## config.mk

```make
export PLATFORM = sky130hd
export DESIGN_NAME = f2_sweep_ctrl
export DESIGN_NICKNAME = d
export VERILOG_FILES = /design/src/rtl/f2_sweep_ctrl.sv
export SDC_FILE = /design/constraint.sdc
export NUM_CORES = 1
export LEC_CHECK = 0
export CAP_MARGIN = 0
export CORE_MARGIN = 2
export CORE_UTILIZATION = 40
export CTS_BUF_LIST = sky130_fd_sc_hd__clkbuf_8
export DETAILED_ROUTE_END_ITERATION = 8
export DONT_BUFFER_PORTS = 1
export GPL_ROUTABILITY_DRIVEN = 0
export GPL_TIMING_DRIVEN = 0
export PLACE_DENSITY = 0.52
export SYNTH_ARGS = -nofsm -noshare
export SYNTH_HDL_FRONTEND = slang
export SYNTH_SLANG_ARGS = --single-unit
```

## constraint.sdc

```tcl
create_clock -name sysclk -period 2.1 [get_ports sysclk]
set_input_delay 0.42 -clock sysclk [delete_from_list [all_inputs] [get_ports sysclk]]
set_output_delay 0.42 -clock sysclk [all_outputs]
set_load 0.01 [all_outputs]
```

## src/rtl/f2_sweep_ctrl.sv

```systemverilog
// F2 frequency-adjust sequencer: manual Plus/Minus stepping from debounced buttons or an
// automatic dwell-timed triangle sweep. Define F2_SWEEP_ONESHOT_EN for a single upward ramp.
module f2_sweep_ctrl #(
  parameter int SCALE_W   = 6,
  parameter int SCALE_MIN = 0,
  parameter int SCALE_MAX = 63,
  parameter int DWELL_CYC = 12500000,
  parameter int CNT_W     = 24
) (
  input  logic               sysclk,
  input  logic               rst_n,
  input  logic               Enable_F2,
  input  logic               Bt_Plus,
  input  logic               Bt_Minus,
  input  logic               Bt_Mode,
  output logic               Plus,
  output logic               Minus,
  output logic [SCALE_W-1:0] Scale_Track,
  output logic               Sweep_Active,
  output logic               Sweep_Dir
);

  typedef enum logic [1:0] {MANUAL, SWEEP_DWELL, SWEEP_STEP} state_t;

  localparam logic [SCALE_W-1:0] S_MIN      = SCALE_W'(SCALE_MIN);
  localparam logic [SCALE_W-1:0] S_MAX      = SCALE_W'(SCALE_MAX);
  localparam logic [CNT_W-1:0]   DWELL_LAST = CNT_W'(DWELL_CYC - 1);

  state_t             state, state_nxt;
  logic [CNT_W-1:0]   timer, timer_nxt;
  logic [SCALE_W-1:0] scale_nxt;
  logic               dir_nxt, plus_nxt, minus_nxt, step_up;
  logic               prev_plus, prev_minus, prev_mode;
  logic               e_plus, e_minus, e_mode, abort;

  assign e_plus  = Bt_Plus  & ~prev_plus;
  assign e_minus = Bt_Minus & ~prev_minus;
  assign e_mode  = Bt_Mode  & ~prev_mode;
  assign abort   = e_plus | e_minus | e_mode;

  always_comb begin
    state_nxt = state;
    timer_nxt = timer;
    scale_nxt = Scale_Track;
    dir_nxt   = Sweep_Dir;
    plus_nxt  = 1'b0;
    minus_nxt = 1'b0;
    step_up   = Sweep_Dir;
    if (!Enable_F2) begin
      state_nxt = MANUAL;
      timer_nxt = '0;
    end else begin
      case (state)
        MANUAL: begin
          if (e_mode) begin
            state_nxt = SWEEP_DWELL;
            timer_nxt = '0;
            dir_nxt   = 1'b1;
          end else if (e_plus && !e_minus) begin
            if (Scale_Track < S_MAX) begin
              plus_nxt  = 1'b1;
              scale_nxt = Scale_Track + 1'b1;
            end
          end else if (e_minus && !e_plus) begin
            if (Scale_Track > S_MIN) begin
              minus_nxt = 1'b1;
              scale_nxt = Scale_Track - 1'b1;
            end
          end
        end
        SWEEP_DWELL: begin
          if (abort) begin
            state_nxt = MANUAL;
            timer_nxt = '0;
          end else if (timer == DWELL_LAST) begin
            state_nxt = SWEEP_STEP;
            timer_nxt = '0;
          end else begin
            timer_nxt = timer + CNT_W'(1);
          end
        end
        SWEEP_STEP: begin
          timer_nxt = '0;
          if (abort) begin
            state_nxt = MANUAL;
          end else begin
            // reverse at the limits so the turn-around value is not repeated
            if (Sweep_Dir && Scale_Track == S_MAX)
              step_up = 1'b0;
            else if (!Sweep_Dir && Scale_Track == S_MIN)
              step_up = 1'b1;
`ifdef F2_SWEEP_ONESHOT_EN
            if (Sweep_Dir && Scale_Track == S_MAX) begin
              state_nxt = MANUAL;
            end else begin
              state_nxt = SWEEP_DWELL;
              dir_nxt   = step_up;
              if (step_up) begin
                plus_nxt  = 1'b1;
                scale_nxt = Scale_Track + 1'b1;
              end else begin
                minus_nxt = 1'b1;
                scale_nxt = Scale_Track - 1'b1;
              end
            end
`else
            state_nxt = SWEEP_DWELL;
            dir_nxt   = step_up;
            if (step_up) begin
              plus_nxt  = 1'b1;
              scale_nxt = Scale_Track + 1'b1;
            end else begin
              minus_nxt = 1'b1;
              scale_nxt = Scale_Track - 1'b1;
            end
`endif
          end
        end
        default: begin
          state_nxt = MANUAL;
          timer_nxt = '0;
        end
      endcase
    end
  end

  always_ff @(posedge sysclk) begin
    if (!rst_n) begin
      state        <= MANUAL;
      timer        <= '0;
      Plus         <= 1'b0;
      Minus        <= 1'b0;
      Scale_Track  <= S_MIN;
      Sweep_Dir    <= 1'b1;
      Sweep_Active <= 1'b0;
      prev_plus    <= 1'b0;
      prev_minus   <= 1'b0;
      prev_mode    <= 1'b0;
    end else begin
      state        <= state_nxt;
      timer        <= timer_nxt;
      Plus         <= plus_nxt;
      Minus        <= minus_nxt;
      Scale_Track  <= scale_nxt;
      Sweep_Dir    <= dir_nxt;
      Sweep_Active <= (state_nxt != MANUAL);
      // level history keeps tracking while disabled so a held button is not a fresh press
      prev_plus    <= Bt_Plus;
      prev_minus   <= Bt_Minus;
      prev_mode    <= Bt_Mode;
    end
  end

endmodule
```

==> results.json <==
{
  "outcome": "complete, no violations",
  "fin_area_sq_um": 2640,
  "synth_top_area_share_pct": 34.7,
  "ys_async_sr_fraction_pct": 0,
  "vias": 2017,
  "required_ns": 2.27,
  "grt.total_usage_pct": 18.1,
  "yosysTopAreaCell": "dfxtp_1",
  "die_y_microns": 79.0,
  "gr-total-overflow": 0,
  "cp-end-kind": "register",
  "die_w_microns": 79.0,
  "slew_viol_final": 0,
  "start_util_pct": 41.1,
  "fin_nets": 301,
  "synth_enable_flop_cells": 0,
  "clock-root-buffer": "clkbuf_8",
  "start_kind": "register",
  "grt_pass1_wl_microns": 9000,
  "wl_microns": 5470,
  "clock_latency_ns": 0.29,
  "area_growth_pct": 17.4,
  "htreeDepth": 2,
  "grt_max_degree": 13,
  "fp-row-count": 27,
  "ir_drop_mv": 0.381,
  "syn_nets": 287,
  "relSlewSlack_pct": 44.9,
  "place_area_sq_um": 2340,
  "max_freq_mhz": 495,
  "critPathKind": "register to register",
  "worst_pin_slew_ns": 0.825,
  "hold_path_end": "prev_mode",
  "min_from": "Bt_Mode",
  "ant_nets": 0,
  "wire_per_inst_microns": 15.1,
  "dpl.hpwl_microns": 3740,
  "clk_path_buf_depth": 2,
  "yosys_register_bits": 39,
  "r2r_end": "Scale_Track[2]",
  "die-area_sq_um": 6240,
  "arrival_ns": 2.19,
  "path_buf_inv": 0,
  "grt_pass1_vias": 1807,
  "coreArea_sq_um": 5470,
  "reg2reg_slack_ns": 0.08,
  "synth_warnings": 0,
  "cp_max_fo": 9,
  "synth_area_leaders": "dfxtp_1, xnor2_1, nor2_1",
  "max_cap_violations": 0,
  "yosysSeqAreaShare_pct": 34.7,
  "hp-class": "input port to register",
  "total_power_uw": 1820,
  "drt_iter0_drc": 167,
  "finalCritPeriodShare_pct": 96.3,
  "clock-sinks": 39,
  "yosysUniqueCellTypes": 50,
  "worstPathCellList": "nand2_1, nor3_4, o21a_4, nor4_1, or4_1",
  "drt_drc_violations_left": 0,
  "synthCells": 275,
  "cts_hold_buf": 0,
  "rsz0062_at_grt": "yes",
  "dr.pass1.iters": 4,
  "cts_buffers": 5,
  "diodes": 0,
  "cts_tree": "done",
  "antenna_found_initial": 0,
  "crit_slowest_cell": "dfxtp_1",
  "critPathTopFamily": "simple AND/OR/NAND/NOR gates",
  "leakage_uw": 0.000886,
  "syn_area_sq_um": 2250,
  "power_density_nw_per_um2": 689,
  "fin_crit_ns": 2.02,
  "port_buffers": 0,
  "r2r_cells": 5,
  "hold-worst-slack_ns": 0.253,
  "finalClockSkew_ns": 0.00827,
  "setup_viol": 0,
  "drive_gt1_share_pct": 16.6,
  "io_pins": 16,
  "synth_top_flop_cell": "dfxtp_1",
  "crit_path_max_incr_delay_ns": 0.63,
  "worstReg2RegStart": "Scale_Track[5]",
  "cts.clk_slew.worst_paths_ns": 0.08,
  "avgSynthCellArea_sq_um": 8.18,
  "vias_per_cell": 5.57,
  "hold_viol": 0,
  "worstHoldPathCells": 1
}
## placed cells by master, fill, tap and decap left out, types with 3 or more instances in the layout
cell,n
nand3b_1,5
buf_4,9
nand3_1,14
dfxtp_2,3
dfxtp_1,35
nor2_1,33
clkbuf_1,6
and4_1,4
nand2_1,14
and3_1,5
a31oi_1,5
nand4_1,4
xnor2_1,21
a21oi_1,5
nor3_1,18
or3_1,3
ha_1,3
xor2_1,3
inv_1,9
nor4_1,10
and2_1,4
mux2i_1,6
o21ai_0,6
clkbuf_8,5
nand2b_1,9
## cells in the mapped netlist (2+ instances only)
library cell and instances:
o21ai_0 7, mux2i_1 6, buf_2 2, a211oi_1 3
inv_1 11, dfxtp_1 39, nor4_1 10, nand2b_1 10
nor2_1 33, ha_1 6, nand2_1 14, and4_1 4
nand4_1 4, nor3_1 19, and2_1 4, or3_1 3
xnor2_1 21, nand3b_1 5, a21oi_1 6, o211ai_1 2
a31oi_1 5, nor2b_1 3, clkbuf_1 8, nand3_1 15
or4_1 2, xor2_1 3, o31ai_1 2, buf_4 2
and3_1 5
## routing by layer
| layer | vias up | global-route usage (%) | share of wire, % | wire [microns] |
|---|---|---|---|---|
| met5 | - | 0 | 0 | 0 |
| met4 | 0 | 6.38 | 1.8 | 99 |
| met3 | 11 | 4.55 | 5.9 | 321 |
| met2 | 59 | 25.8 | 42 | 2290 |
| met1 | 936 | 26.3 | 50 | 2760 |
| li1 | 1011 | - | - | - |
## logic make-up after synthesis
logic type / after synthesis / synth area share [%]
simple gates: 138 / 33.6
flops: 39 / 34.7
compound gates: 37 / 11.7
buf+inv: 25 / 4.67
xor+xnor: 24 / 9.34
mux: 6 / 2.67
fa+ha+maj: 6 / 3.34
## stage by stage
step                std cells  setup slack [ns]  setup TNS [ns]  utilization (%)
finish                    362            0.0786               0             48.2
CTS                       356           0.00867               0             46.1
floorplan                 275            0.0219               0                -
detailed placement        347            -0.328          -0.724             42.8
global route              362           -0.0121         -0.0443             48.2
global placement          347            -0.328          -0.797             42.8
## worst max path at each step
stage                         from             end  slack, ns  cells past startpoint
floorplan                  Bt_Plus  Scale_Track[2]       0.02                      9
global placement    Scale_Track[0]  Scale_Track[2]      -0.33                      7
detailed placement  Scale_Track[0]  Scale_Track[2]      -0.33                      7
CTS                 Scale_Track[2]  Scale_Track[2]      0.009                      6
global route              timer[9]       timer[14]      -0.01                      6
finish              Scale_Track[5]  Scale_Track[2]       0.08                      5
## worst reg2reg max path, stage by stage (launching register included)
cell and delay, ns:
dfxtp_1 0.63, nand2_1 0.24, nor3_4 0.28, o21a_4 0.18, nor4_1 0.05, or4_1 0.52
## timing repair
action	CTS	global route
endpoints found under the setup margin	4	24
resized for setup	11	22
setup buffers	1	6
pin swaps	1	4
## cell type report
cell class / count / area, sq um
clock buffers: 5 / 68.8
plain buffers: 14 / 76.3
inverters: 11 / 45.0
multi-input cells: 211 / 1460
repair buffers: 7 / 52.6
flip-flops and latches: 39 / 788
fillers: 550 / 2830
well taps: 72 / 90.1
clock inverters: 3 / 63.8
## state kept, by name, indices dropped and copies added, names as in the netlist
register	cells
state	2
prev_plus	1
Minus	1
timer	24
Scale_Track	6
Sweep_Active	1
Plus	1
prev_minus	1
prev_mode	1
Sweep_Dir	1
## power by group
part,internal [uW],switching [uW]
clock,471,279
sequential,755,29.5
combinational,136,148
Note: power is estimated with default switching activity, not from simulation.
